==> config.mk <==
export PLATFORM = sky130hd
export DESIGN_NAME = stream_rr_arbiter
export DESIGN_NICKNAME = d
export VERILOG_FILES = /design/src/rtl/stream_arb_pkg.sv /design/src/rtl/stream_pipe_reg.sv /design/src/rtl/stream_rr_arbiter.sv
export SDC_FILE = /design/constraint.sdc
export NUM_CORES = 1
export LEC_CHECK = 0
export BUFFER_PORTS_ARGS = -buffer_cell sky130_fd_sc_hd__buf_2
export CAP_MARGIN = 20
export CORE_MARGIN = 4
export CORE_UTILIZATION = 41
export CTS_CLUSTER_DIAMETER = 30
export DETAILED_ROUTE_END_ITERATION = 8
export GPL_ROUTABILITY_DRIVEN = 0
export PLACE_DENSITY = 0.8
export SYNTH_ARGS = -nofsm -noshare
export SYNTH_HDL_FRONTEND = slang
export SYNTH_SLANG_ARGS = --single-unit
==> constraint.sdc <==
create_clock -name clock -period 2.28 [get_ports clock]
set_clock_uncertainty 0.1 [all_clocks]
set_input_delay 0.228 -clock clock [delete_from_list [all_inputs] [get_ports clock]]
set_output_delay 0.228 -clock clock [all_outputs]
set_load 0.05 [all_outputs]
==> src/rtl/stream_arb_pkg.sv <==
// Shared types and arbitration helpers for the packet-level stream arbiter.
// Build option STREAM_ARB_FIXED_PRI_EN selects fixed priority instead of round-robin.
package stream_arb_pkg;

  typedef enum logic {
    IDLE = 1'b0,
    LOCK = 1'b1
  } arb_state_t;

  localparam int MAX_NUM = 16;

  function automatic int id_width(input int n);
    return (n <= 2) ? 1 : $clog2(n);
  endfunction

  // Any requester present; pairs with the pick functions below.
  function automatic logic any_req(input logic [MAX_NUM-1:0] req);
    return |req;
  endfunction

  // First set bit searching upward from last+1, wrapping modulo num.
  function automatic int rr_pick(input logic [MAX_NUM-1:0] req,
                                 input int last,
                                 input int num);
    int   win;
    int   idx;
    logic found;
    win   = 0;
    found = 1'b0;
    for (int i = 1; i <= MAX_NUM; i++) begin
      idx = (last + i) % num;
      if (!found && (i <= num) && req[idx[3:0]]) begin
        win   = idx;
        found = 1'b1;
      end
    end
    return win;
  endfunction

  function automatic int pri_pick(input logic [MAX_NUM-1:0] req,
                                  input int num);
    int   win;
    logic found;
    win   = 0;
    found = 1'b0;
    for (int i = 0; i < MAX_NUM; i++) begin
      if (!found && (i < num) && req[i[3:0]]) begin
        win   = i;
        found = 1'b1;
      end
    end
    return win;
  endfunction

endpackage

==> src/rtl/stream_pipe_reg.sv <==
// One-deep valid/ready register slice; accepts a new word whenever it is
// empty or its current word is being taken in the same cycle.
module stream_pipe_reg #(
  parameter int W = 8
) (
  input  logic         clock,
  input  logic         rst_n,
  input  logic         in_valid,
  output logic         in_ready,
  input  logic [W-1:0] in_data,
  output logic         out_valid,
  input  logic         out_ready,
  output logic [W-1:0] out_data
);

  logic         vld_p1;
  logic [W-1:0] data_p1;
  logic         load_p0;

  assign in_ready = ~vld_p1 | out_ready;
  assign load_p0  = in_valid & in_ready;

  // p0 -> p1 boundary
  always_ff @(posedge clock or negedge rst_n) begin
    if (!rst_n) begin
      vld_p1  <= 1'b0;
      data_p1 <= '0;
    end else begin
      vld_p1 <= load_p0 | (vld_p1 & ~out_ready);
      if (load_p0) begin
        data_p1 <= in_data;
      end
    end
  end

  assign out_valid = vld_p1;
  assign out_data  = data_p1;

endmodule

==> src/rtl/stream_rr_arbiter.sv <==
// Packet-locked arbiter merging NUM valid/ready/last streams into one registered output.
// Define STREAM_ARB_FIXED_PRI_EN for lowest-index-wins arbitration instead of round-robin.
module stream_rr_arbiter
  import stream_arb_pkg::*;
#(
  parameter  int NUM   = 4,
  parameter  int DSIZE = 24,
  localparam int IDW   = id_width(NUM)
) (
  input  logic                 clock,
  input  logic                 rst_n,
  input  logic [NUM-1:0]       in_valid,
  output logic [NUM-1:0]       in_ready,
  input  logic [NUM*DSIZE-1:0] in_data,
  input  logic [NUM-1:0]       in_last,
  output logic                 out_valid,
  input  logic                 out_ready,
  output logic [DSIZE-1:0]     out_data,
  output logic                 out_last,
  output logic [IDW-1:0]       out_id,
  output logic                 busy
);

  localparam int PW = DSIZE + 1 + IDW;

  arb_state_t       state;
  logic [IDW-1:0]   grant;
  logic             pipe_can_accept;
  logic             hs_p0;
  logic             any_p0;
  int               pick_p0;
  logic [DSIZE-1:0] lane [NUM];
  logic [DSIZE-1:0] sel_data_p0;
  logic             sel_last_p0;
  logic [PW-1:0]    pipe_d_p0;
  logic [PW-1:0]    pipe_q_p1;

`ifndef STREAM_ARB_FIXED_PRI_EN
  logic [IDW-1:0]   last_grant;
`endif

  for (genvar g = 0; g < NUM; g++) begin : g_lane
    assign lane[g] = in_data[g*DSIZE +: DSIZE];
  end

  assign any_p0 = any_req(MAX_NUM'(in_valid));

  always_comb begin
`ifdef STREAM_ARB_FIXED_PRI_EN
    pick_p0 = pri_pick(MAX_NUM'(in_valid), NUM);
`else
    pick_p0 = rr_pick(MAX_NUM'(in_valid), int'(last_grant), NUM);
`endif
  end

  assign sel_data_p0 = lane[grant];
  assign sel_last_p0 = in_last[grant];
  assign hs_p0       = (state == LOCK) & in_valid[grant] & pipe_can_accept;

  // Only the locked channel ever sees ready; the arbitration cycle shows none.
  always_comb begin
    in_ready = '0;
    if (state == LOCK) begin
      in_ready[grant] = pipe_can_accept;
    end
  end

  always_ff @(posedge clock or negedge rst_n) begin
    if (!rst_n) begin
      state      <= IDLE;
      grant      <= '0;
`ifndef STREAM_ARB_FIXED_PRI_EN
      last_grant <= IDW'(NUM - 1);
`endif
    end else begin
      case (state)
        IDLE: begin
          if (any_p0) begin
            grant <= IDW'(pick_p0);
            state <= LOCK;
          end
        end
        LOCK: begin
          if (hs_p0 && sel_last_p0) begin
`ifndef STREAM_ARB_FIXED_PRI_EN
            last_grant <= grant;
`endif
            state <= IDLE;
          end
        end
        default: state <= IDLE;
      endcase
    end
  end

  assign busy = (state == LOCK);

  // p0 -> p1 boundary: granted beat plus its source id
  assign pipe_d_p0 = {grant, sel_last_p0, sel_data_p0};

  stream_pipe_reg #(
    .W (PW)
  ) u_pipe (
    .clock     (clock),
    .rst_n     (rst_n),
    .in_valid  (hs_p0),
    .in_ready  (pipe_can_accept),
    .in_data   (pipe_d_p0),
    .out_valid (out_valid),
    .out_ready (out_ready),
    .out_data  (pipe_q_p1)
  );

  assign out_id   = pipe_q_p1[PW-1 -: IDW];
  assign out_last = pipe_q_p1[DSIZE];
  assign out_data = pipe_q_p1[DSIZE-1:0];

endmodule

==> results.yml, run 1 <==
global_route:
  grt_overflow: 0
  grt_use_total: 0.1817
  grt_pass1_wl_mm: 8.631
  grt_max_degree: 34
  grt_pass1_vias: 1950
  antenna_found_initial: 0
synth:
  synthTopCellsByArea: "dfrtp_1 39%, mux4_2 30%, mux2_1 9.1%"
  synth_seq_cells: 33
  synth_edf_count: 0
  synth-compound-area-share: 0.02906
  ys_types: 25
  async_flop_share: 1.000
  synth-simple-area-share: 0.05812
  synthFlopType: "dfrtp_1"
  syn_inst: 131
  yosysWarnings: 0
  yosysTopAreaCell: "dfrtp_1"
  synthesis.area_um2: 1981
  avgSynthCellArea_um2: 15.12
  synth_fa_ha_area_frac: 0
  netlist.area_leader.share: 0.3917
  syn_nets: 238
  yosysSeqAreaShare: 0.4182
  muxShareOfSynthArea: 0.4593
  synth_top_family_by_area: "multiplexers"
  synth-xor-area-share: 0
clocking:
  clkTransAtPathRegs_ns: 0.07
  clock_latency_ns: 0.27
  cts_buffers: 5
  cts_max_path_buffers: 2
  cts_hold_buf: 1
  numClockSinks: 33
  cts_tree: "done"
  postCtsSetupBuffers: 0
  htree_levels: 2
  root_buffer: "clkbuf_8"
  cts_resized: 0
power:
  internal-power_mw: 2.250
  power_per_cell_area_nw_per_um2: 1569
  clkPwrFrac: 0.109
  irDropWorstVdd_mv: 0.8202
  p_leak_nw: 1.385
  power_frac_comb: 0.644
  power.net_switching_mw: 2.169
  switching_share: 0.4908
  pwr-share-seq: 0.247
worst_setup_path:
  critPathArrivalTime_ns: 1.57
  crit_path_start_kind: "flop"
  end_kind: "output pin"
  worstPathRequired_ns: 1.95
  critPathKind: "reg2out"
  path_max_fanout: 30
hold_path:
  min_path_type: "in2reg"
sta:
  tns_ns: 0
  fmax_mhz: 528.2
  slew_viol_final: 0
  fin_crit_sh: 0.8303
  holdWs_ns: 0.2132
  rsz0062_at_grt: "no"
  tightest_slew_ns: 0.7167
  setup_viol: 0
  relSlewSlack: 0.5222
  min_period_ns: 1.893
  hold_violations: 0
outcome:
  outcome: "completed"
route:
  drtIter0Drc: 35
  ant_nets: 0
  drc_errors: 0
  firstDrtPassIters: 4
  wire_per_inst_um: 15.66
  vias: 1730
  routed_wl_mm: 5.120
  viasPerCell: 5.291
layout:
  fillers: 395
  nets: 379
  drive_gt1_frac: 0.6996
  ff_latch_area_um2: 829.5
  diodes: 0
  postLayoutCoreUtil: 0.6003
  multi_input_area_um2: 1082
  area_growth_pct: 42.20
  instances_no_fill: 327
  fin_area_um2: 2816
die:
  ios: 140
  chipWidth_um: 77.51
  start_util: 0.4221
  num_rows: 25
  dieHeight_um: 77.51
  fp.coreArea_um2: 4692
  dieArea_um2: 6007
place:
  dp_cells: 318
  dpl.hpwl_mm: 4.187
  placed_cell_area_um2: 2705
  io_buffers: 139
flow_run:
  cap_violations: 0
## area by class of cell
class,count,area share
clock inverters,1,0.001777
inverters,2,0.002665
clock buffers,7,0.03421
well taps,54,0.02399
flip-flops and latches,33,0.2945
repair buffers,143,0.2586
multi-input cells,87,0.3843
## final timing paths
path | from | endpoint | slack (ns) | cells past startpoint
max | grant[1]$_DFFE_PN0P_ | in_ready[3] | 0.39 | 4
min | in_valid[2] | u_pipe.out_data[26]$_DFFE_PN0P_ | 0.21 | 3
max reg2reg | grant[1]$_DFFE_PN0P_ | u_pipe.out_data[18]$_DFFE_PN0P_ | 0.40 | 3
min reg2reg | u_pipe.out_data[24]$_DFFE_PN0P_ | u_pipe.out_data[24]$_DFFE_PN0P_ | 0.38 | 2
max in group asynchronous | rst_n | grant[0]$_DFFE_PN0P_ | 1.14 | 2
min in group asynchronous | rst_n | u_pipe.out_data[17]$_DFFE_PN0P_ | 0.44 | 2
## cell usage in the layout, fill, tap and decap left out
cell	Yosys	routed
nand4_1	1	1
nor3_1	2	2
nand2b_1	4	4
a21oi_1	4	4
mux4_2	26	26
inv_1	2	2
mux2_2	11	11
clkinv_2	0	1
nand2_1	8	8
buf_4	1	3
buf_2	2	139
a21o_1	1	1
dfrtp_1	31	30
nor2b_1	1	1
nand3_4	1	1
dlygate4sd3_1	0	1
dfrtp_2	0	1
nand3_1	1	1
a31oi_1	1	1
dfstp_2	2	2
clkbuf_8	0	7
o21ai_0	3	3
mux2i_1	2	2
mux2_1	16	16
o221ai_1	1	1
nor2_1	4	4
## power by group through the flow
| stage | Sequential [mW] | Combinational [mW] | Clock, mW |
|---|---|---|---|
| floorplan | 2.00 | 1.39 | 0 |
| global placement | 1.09 | 2.82 | 0 |
| detailed placement | 1.11 | 2.89 | 0 |
| CTS | 1.10 | 2.90 | 0.492 |
| global route | 1.14 | 3.05 | 0.519 |
| finish | 1.09 | 2.85 | 0.482 |
## flip-flops by register name, indices dropped and copies added (netlist names)
name,flops
u_pipe.out_valid,1
u_pipe.out_data,27
busy,1
grant,2
last_grant,2
## critical path: stages (launching register included)
cell	delay, ns
dfrtp_1	0.36
buf_4	0.36
nand3_1	0.18
nor2_1	0.11
buf_2	0.27
## cells in the mapped netlist, types with 3 or more instances
cell,count
nand2b_1,4
nor2_1,4
mux2_2,11
mux4_2,26
mux2_1,16
o21ai_0,3
dfrtp_1,31
a21oi_1,4
buf_6,3
nand2_1,8
## logic make-up (layout without fill, tap and decap cells)
| kind of cell | after synthesis | count (layout) |
|---|---|---|
| AOI/OAI and AO/OA | 10 | 10 |
| buffers and inverters | 11 | 153 |
| DFF | 33 | 33 |
| muxes | 55 | 55 |
| and+or+nand+nor | 22 | 22 |
## through the flow
stage                     worst slack, ns  total power [mW]
final                              0.3868             4.418
after global routing               0.2507             4.712
after CTS                          0.3468             4.484
after detailed placement           0.4018             3.996
after global placement             0.4328             3.918
after floorplan                   -0.1194             3.396
## layer usage
metal | routed length [um] | vias up | GRT usage
li1 | - | 797 | -
met1 | 1797 | 834 | 0.1972
met2 | 2794 | 95 | 0.3454
met3 | 477 | 4 | 0.04408
met4 | 51 | 0 | 0.05516
met5 | 0 | - | 0
Power figures use the tool's default switching activity.
==> run 2: changes to the inputs <==
Settings changed: CORE_UTILIZATION 41 to 37, PLACE_DENSITY 0.8 to 0.76.
Clock period 2.28 ns to 1.6 ns, I/O delays scaled along.
==> results.yml, run 2 (synthesis gave the netlist of run 1 again) <==
worst_setup_path:
  critPathBufInv: 4
  path_cells: "buf_4, buf_6, buf_8, mux4_2, nand4_1, buf_6, a21o_1"
  path_max_fanout: 4
  critPathArrivalTime_ns: 1.86
  critPathKind: "reg2reg"
  slowest_stage: "dfrtp_2"
  crit_top_cell: "buf_6"
  slowest_delay_ns: 0.43
  crit_path_start_kind: "flop"
  worstPathRequired_ns: 1.67
  end_kind: "flop"
  cp_top_family: "buffers and inverters"
global_route:
  grt_pass1_wl_mm: 9.508
  grt_overflow: 0
  grt_use_total: 0.1967
  antenna_found_initial: 0
  grt_max_degree: 22
  grt_pass1_vias: 1972
clocking:
  cts_max_path_buffers: 2
  clkTransAtPathRegs_ns: 0.07
  root_buffer: "clkbuf_8"
  numClockSinks: 33
  cts_buffers: 5
  clock_latency_ns: 0.28
  htree_levels: 2
  cts_tree: "done"
sta:
  min_period_ns: 1.790
  slew_viol_final: 0
  rsz0062_at_grt: "yes"
  fin_ws_ns: -0.1903
  tns_ns: -4.986
  setup_viol: 33
  relSlewSlack: 0.6843
  fin_crit_sh: 1.119
  tightest_slew_ns: 0.4736
  hold_violations: 0
  fmax_mhz: 558.6
  holdWs_ns: 0.09217
hold_path:
  min_path_type: "in2reg"
route:
  ant_nets: 0
  firstDrtPassIters: 4
  viasPerCell: 5.045
  maxUsedRoutingLayer: "met4"
  wire_per_inst_um: 17.28
  route.met2.wl_mm: 3.429
  wl_met1_mm: 2.464
  wl_met3_um: 523
  drtIter0Drc: 130
  vias: 1887
  routed_wl_mm: 6.464
  drc_errors: 0
layout:
  layout_common_cells: "135 x buf_2, 27 x dfrtp_1, 26 x mux4_2"
  mostFrequentLayoutCell: "buf_2"
  fin_area_um2: 3433
  diodes: 0
  area_growth_pct: 73.34
  postLayoutCoreUtil: 0.6680
  instances_no_fill: 374
  nets: 410
  drive_gt1_frac: 0.8092
  largest_register_ffs: 27
power:
  power_per_cell_area_nw_per_um2: 2423
  p_leak_nw: 1.723
  irDropWorstVdd_mv: 1.357
  power.total_mw: 8.319
place:
  dp_slack_ns: -0.1815
  io_buffers: 139
  dpl.hpwl_mm: 4.731
  placed_cell_area_um2: 2945
  dp_cells: 347
die:
  start_util: 0.3853
  fp.coreArea_um2: 5140
  num_rows: 26
  dieHeight_um: 81.17
  dieArea_um2: 6588
  ios: 140
  chipWidth_um: 81.17
flow_run:
  cap_violations: 0
outcome:
  violations: "setup timing"
  outcome: "finished, violations left"
[run 2: cell types whose count changed in the layout (fill, tap and decap cells not counted), sizes merged]
cell | before | now
bufinv | 0 | 2
buf | 142 | 171
clkinvlp | 0 | 1
clkbuf | 7 | 6
bufbuf | 0 | 1
inv | 2 | 1
[run 2: where the power goes]
part	internal, mW	total [mW]	switching, mW
Clock	0.619	0.934	0.315
Combinational	2.76	5.76	3.00
Sequential	1.31	1.63	0.318
[run 2: final cells by class]
| cell class | instances | area (um^2) |
|---|---|---|
| repair buffers | 174 | 1151 |
| well taps | 70 | 87.58 |
| fillers | 392 | 1707 |
| flip-flops and latches | 33 | 833.3 |
| inverters | 2 | 11.26 |
| clock buffers | 5 | 68.82 |
| multi-input cells | 87 | 1216 |
| clock inverters | 3 | 65.06 |
[run 2: worst reg2reg max path, stage by stage, from the launching register on]
cell	delay, ns
dfrtp_2	0.43
buf_4	0.14
buf_6	0.12
buf_8	0.12
mux4_2	0.22
nand4_1	0.20
buf_6	0.20
a21o_1	0.15
[run 2: final timing paths]
| path | start | to | slack [ns] | depth (start not counted) |
|---|---|---|---|---|
| setup / recovery | grant[1]$_DFFE_PN0P_ | busy$_DFF_PN0_ | -0.19 | 7 |
| hold / removal | out_ready | u_pipe.out_valid$_DFF_PN0_ | 0.09 | 3 |
| setup reg to reg | grant[1]$_DFFE_PN0P_ | busy$_DFF_PN0_ | -0.19 | 7 |
| hold reg to reg | u_pipe.out_data[24]$_DFFE_PN0P_ | u_pipe.out_data[24]$_DFFE_PN0P_ | 0.39 | 2 |
| max in group asynchronous | rst_n | u_pipe.out_data[2]$_DFFE_PN0P_ | 0.59 | 3 |
| min in group asynchronous | rst_n | u_pipe.out_data[19]$_DFFE_PN0P_ | 0.26 | 2 |
[run 2: routing by layer]
metal | vias to the layer above | track usage
li1 | 863 | -
met5 | - | 0
met1 | 926 | 0.2356
met3 | 4 | 0.05432
met4 | 0 | 0.05574
met2 | 94 | 0.3456
[run 2: repair_timing]
item	4_1_cts	5_1_grt
pin swaps	2	3
endpoints found under the setup margin	33	34
endpoints found under the hold margin	18	0
buffers inserted	12	5
hold buffers	1	0
gates cloned	2	1
resized for setup	26	18
